===== src/rtl/fifo_shift_store_if.sv =====
// Handshake and data bundle between the FIFO storage stage and its producer/status logic.
// The master side drives requests and gating flags; the slave side returns read data and occupancy.
interface fifo_shift_store_if #(
  parameter int width = 8
);
  logic             wr;
  logic             full;
  logic             rd_en;
  logic [width-1:0] data_in;
  logic [width-1:0] data_out;
  logic             dout_valid;
  logic [31:0]      wr_ptr;

  modport master (
    output wr, full, rd_en, data_in,
    input  data_out, dout_valid, wr_ptr
  );

  modport slave (
    input  wr, full, rd_en, data_in,
    output data_out, dout_valid, wr_ptr
  );
endinterface


===== src/rtl/fifo_shift_store.sv =====
// Shift-register FIFO storage: the oldest word always sits in slot 0 and wr_ptr counts stored words.
// Reads register slot 0 into data_out with a one-cycle valid pulse; writes append behind the last word.
module fifo_shift_store #(
  parameter int width = 8,
  parameter int depth = 32
) (
  input  logic              clk,
  input  logic              rst,
  fifo_shift_store_if.slave bus
);

  localparam int AW = (depth > 1) ? $clog2(depth) : 1;

  logic [width-1:0] mem_q [depth];
  logic [width-1:0] mem_d [depth];
  logic [31:0]      wr_ptr_q, wr_ptr_d;
  logic [width-1:0] data_out_q, data_out_d;
  logic             dout_valid_q, dout_valid_d;
  logic             do_wr, do_rd;
  logic [AW-1:0]    wr_idx;

  // Requests are re-qualified locally so a misbehaving status stage cannot overrun or underrun storage
  assign do_wr = bus.wr & ~bus.full & (wr_ptr_q != 32'(depth));
  assign do_rd = bus.rd_en & (wr_ptr_q != 32'd0);

  // On a combined read/write the shift frees a slot, so the new word lands one position lower
  assign wr_idx = do_rd ? AW'(wr_ptr_q - 32'd1) : AW'(wr_ptr_q);

  always_comb begin
    mem_d        = mem_q;
    wr_ptr_d     = wr_ptr_q;
    data_out_d   = data_out_q;
    dout_valid_d = 1'b0;

    if (do_rd) begin
      for (int i = 0; i < depth - 1; i++) begin
        mem_d[i] = mem_q[i + 1];
      end
      data_out_d   = mem_q[0];
      dout_valid_d = 1'b1;
    end

    if (do_wr) begin
      mem_d[wr_idx] = bus.data_in;
    end

    if (do_wr && !do_rd) begin
      wr_ptr_d = wr_ptr_q + 32'd1;
    end else if (do_rd && !do_wr) begin
      wr_ptr_d = wr_ptr_q - 32'd1;
    end
  end

  always_ff @(posedge clk) begin
    if (rst) begin
      wr_ptr_q     <= 32'd0;
      data_out_q   <= '0;
      dout_valid_q <= 1'b0;
    end else begin
      wr_ptr_q     <= wr_ptr_d;
      data_out_q   <= data_out_d;
      dout_valid_q <= dout_valid_d;
    end
  end

  // Storage is never cleared; reset only suppresses any request arriving with it
  always_ff @(posedge clk) begin
    if (!rst) begin
      mem_q <= mem_d;
    end
  end

  assign bus.data_out   = data_out_q;
  assign bus.dout_valid = dout_valid_q;
  assign bus.wr_ptr     = wr_ptr_q;

endmodule


===== src/flat_wrapper.sv =====
// flat-port wrapper written by rule: the top's interface ports become plain ports
module fifo_shift_store_flat 
#(
  parameter int width = 8,
  parameter int depth = 32
)
  (clk, rst, bus_wr, bus_full, bus_rd_en, bus_data_in, bus_data_out, bus_dout_valid, bus_wr_ptr);
  fifo_shift_store_if #(.width(width)) bus_i ();
  input  logic clk;
  input  logic rst;
  input wire logic [$bits(bus_i.wr)-1:0] bus_wr;
  input wire logic [$bits(bus_i.full)-1:0] bus_full;
  input wire logic [$bits(bus_i.rd_en)-1:0] bus_rd_en;
  input wire logic [$bits(bus_i.data_in)-1:0] bus_data_in;
  output wire logic [$bits(bus_i.data_out)-1:0] bus_data_out;
  output wire logic [$bits(bus_i.dout_valid)-1:0] bus_dout_valid;
  output wire logic [$bits(bus_i.wr_ptr)-1:0] bus_wr_ptr;
  assign bus_i.wr = bus_wr;
  assign bus_i.full = bus_full;
  assign bus_i.rd_en = bus_rd_en;
  assign bus_i.data_in = bus_data_in;
  assign bus_data_out = bus_i.data_out;
  assign bus_dout_valid = bus_i.dout_valid;
  assign bus_wr_ptr = bus_i.wr_ptr;
  fifo_shift_store #(.width(width), .depth(depth)) u_core (.clk(clk), .rst(rst), .bus(bus_i));
endmodule

===== config.mk =====
export PLATFORM = sky130hd
export DESIGN_NAME = fifo_shift_store_flat
export DESIGN_NICKNAME = d
export VERILOG_FILES = /design/src/rtl/fifo_shift_store_if.sv /design/src/rtl/fifo_shift_store.sv /design/src/flat_wrapper.sv
export SDC_FILE = /design/constraint.sdc
export NUM_CORES = 1
export LEC_CHECK = 0
export BUFFER_PORTS_ARGS = -buffer_cell sky130_fd_sc_hd__buf_2
export CORE_ASPECT_RATIO = 0.5
export CORE_MARGIN = 1
export CORE_UTILIZATION = 40
export CTS_CLUSTER_DIAMETER = 150
export DETAILED_ROUTE_END_ITERATION = 10
export PLACE_DENSITY_LB_ADDON = 0.08
export REMOVE_ABC_BUFFERS = 1
export SYNTH_ARGS = -nofsm -noshare
export SYNTH_HDL_FRONTEND = slang
export SYNTH_SLANG_ARGS = --single-unit

===== constraint.sdc =====
create_clock -name clk -period 7.31 [get_ports clk]
set_input_delay 1.462 -clock clk [delete_from_list [all_inputs] [get_ports clk]]
set_output_delay 1.462 -clock clk [all_outputs]
set_load 0.02 [all_outputs]

==> results.md <==
- Status: completed
- IO Port Bufs: 53
- Gr usage total: 18.7%
- Crit path arrival time: 6.05 ns
- Synthesized area: 16,800 um^2
- Clk pin slew, worst setup/hold paths: 0.06 ns
- Hold WS: 0.453 ns
- N_diodes: 0
- Fin. max-slew vios: 0
- HP Class: reg2reg
- Part of the Yosys area used for sequential elements: 50.7%
- Startpoint Class: flip-flop
- Met1 usage: 27.1%
- FMAX: 0.180 GHz
- CP Max Fanout: 35
- Post-synth top cells: 694 x nand2_1, 256 x edfxtp_1, 213 x mux2_2
- Final hold vios: 0
- Final worst slack: about 1.7 ns
- GRT overflow: 0
- Die Span Y: approximately 150 um
- First-pass GRT wire length: 65,600 um
- Yosys warnings: 0
- Layout area overhead: 9.12%
- Largest area contributor in the synthesized netlist: edfxtp_1
- CP required: 7.79 ns
- Resized Gates After CTS: 0
- RSZ-0062 raised after global routing: false
- Relative slew margins: 33.4%
- H-tree levels: 1
- Layout cells sized above 1: 20.9%
- Worst Setup End Kind: flip-flop
- Cells after Synth: 1,739
- Max cap viols: 0
- Mean routed wirelength per cell: 17.7 um
- Vias in the first global route: between 10,000 and 15,000
- TritonCTS clock tree: built
- Worst Max-Slew Pin Slew: 0.999 ns
- Initial core utilization: 41.0%
- Unique masters post-synth: approximately 60
- Die area: 42,900 um^2
- Pwr Density: 446 nW/um^2
- # IOs: between 50 and 60
- DR vias/cell: 5.39
- Pre-antenna DRT Iters: 7
- Nets: 1,729
- GP Congestion: 0.827
- Die Wd: around 290 um
- Final Cell Area: 18,300 um^2
- Most frequent cell after synthesis: nand2_1
- Final setup TNS: 0 ns
- Via count: 12,300
- Clk root buf: clkbuf_16
- Largest net degree at the start of global routing: 176
- FFs w/ async S/R, synth: 0%
- WS Path Type: reg2reg
- Clk buf depth: 3
- Ys flop type: edfxtp_1
- Largest cells by area after synthesis: edfxtp_1 46%, nand2_1 16%, mux2_2 14%
- Detail Route Antenna Nets: 0
- Worst-skew pair later-pin latency: 0.59 ns
- Final Setup Violations: 0
- Met3 Resource Use GR: under 10%
- FILL cells: roughly 3,900
- #FFs+latches synth: 297
- Grt peak-use layer: met2
- Fin crit period: between 5 and 6 ns
- Total CTS buffers: 30
- Leak Pwr: 7.42 nW
- Number of flops mapped to enable cells by yosys: 256
- Core area: about 40,000 um^2
- Hpwl dp: 23,900 um
- Setup WS pre-CTS: approximately 1.8 ns
- Met2 Use GR: 29.6%
- Initial antenna violation count: 0
- Drt drc: 0
- # hold bufs at CTS: 0
- FP Rows: 52
- Final WL: 40,400 um
- Clock Sinks: approximately 300
- Clock Skews: 0.0114 ns
- Post-place instance area: 17,400 um^2
- DR iter-0 viols: 1,038
- VDD IR max: 0.273 mV
- Final period util: 76.2%
- Post CTS Setup Buffer Count: 0
- Post-synth top area share: between 40% and 50%
- Syn avg cell area: 9.66 um^2
worst max-delay path, cell delays in order (launching register included):
cell,delay [ns]
dfxtp_1,0.44
inv_1,0.19
ha_1,0.44
nand2b_1,0.18
or4b_2,0.65
nor4_2,0.53
or2_2,0.45
inv_1,0.08
ha_1,0.19
buf_4,0.24
or3_1,0.41
or4_1,0.47
a221oi_1,0.54
o21a_1,0.33
a21oi_1,0.10
a31o_2,0.21
logic make-up (layout without fill, tap and decap cells):
group                    count (synthesis)  in the layout  synth area share [%]
buffers and inverters                  134            132                  3.17
AO/OA/AOI/OAI                          131            131                  5.56
XOR/XNOR                                27             27                  1.41
flip-flops                             297            297                  50.7
AND/OR/NAND/NOR                        894            894                  22.3
adder cells (fa/ha/maj)                  3              3                 0.223
multiplexers                           253            253                  16.7
flip-flops by register name (all words and copies together), names as in the netlist, named ones only:
signal,flops
u_core.mem_q,248
u_core.bus.wr_ptr,32
u_core.bus.data_out,8
u_core.bus.dout_valid,1
through the flow:
stage / utilization (%) / total power, mW / std cells
3_3_place_gp: 42.5 / 6.54 / 2221
6_report: 44.8 / 8.17 / 2277
5_1_grt: 44.8 / 8.79 / 2277
3_5_place_dp: 42.5 / 6.66 / 2221
4_1_cts: 44.8 / 8.22 / 2277
2_1_floorplan: - / 5.90 / 1614
worst paths after layout:
path | from | end | slack (ns) | depth (start not counted)
max | u_core.bus.wr_ptr[0] | u_core.bus.wr_ptr[30] | 1.74 | 15
min | u_core.bus.data_out[1] | u_core.bus.data_out[1] | 0.45 | 2
max reg2reg | u_core.bus.wr_ptr[0] | u_core.bus.wr_ptr[30] | 1.74 | 15
min reg2reg | u_core.bus.data_out[1] | u_core.bus.data_out[1] | 0.45 | 2
routing by layer:
layer | vias up | share of wire [%]
li1 | 6019 | -
met1 | 6025 | 51
met2 | 193 | 44
met3 | 40 | 3.9
met4 | 0 | 1.4
met5 | - | 0
power breakdown:
group | switching, mW | internal, mW | leakage, nW
sequential | 0.431 | 2.73 | 2.88
combinational | 2.02 | 1.45 | 4.08
clock | 0.691 | 0.841 | 0.465
total | 3.14 | 5.02 | 7.42
layout by cell type, fill, tap and decap left out, types with 4 or more instances in the layout:
cell / n
a2111oi_0: 4
a211oi_1: 6
a211oi_4: 7
a21oi_1: 34
a21oi_2: 6
a31oi_1: 7
and2_1: 5
and3_1: 9
and4_1: 7
buf_2: 53
buf_4: 13
clkbuf_1: 7
clkbuf_16: 31
clkinv_1: 8
clkinv_2: 4
dfxtp_1: 41
edfxtp_1: 256
inv_1: 7
mux2_1: 4
mux2_2: 213
mux2i_1: 36
nand2_1: 694
nand2b_1: 4
nand3_1: 14
nand4_1: 46
nor2_1: 52
nor2b_1: 5
nor3_1: 12
nor4_1: 10
o21ai_0: 42
o31ai_1: 4
or2_2: 7
or3_1: 10
or4_1: 8
xnor2_1: 21
xor2_1: 6
area by class of cell:
type                            instances  area (um^2)  share of cell area [%]
Inverter                                9         48.8                   0.266
Tap cell                              540          676                    3.69
Clock inverter                         15          105                   0.573
Clock buffer                           41          843                    4.60
Sequential cell                       297         8510                    46.4
Multi-Input combinational cell       1308         7770                    42.4
Timing Repair Buffer                   67          383                    2.09
Power figures use the tool's default switching activity.
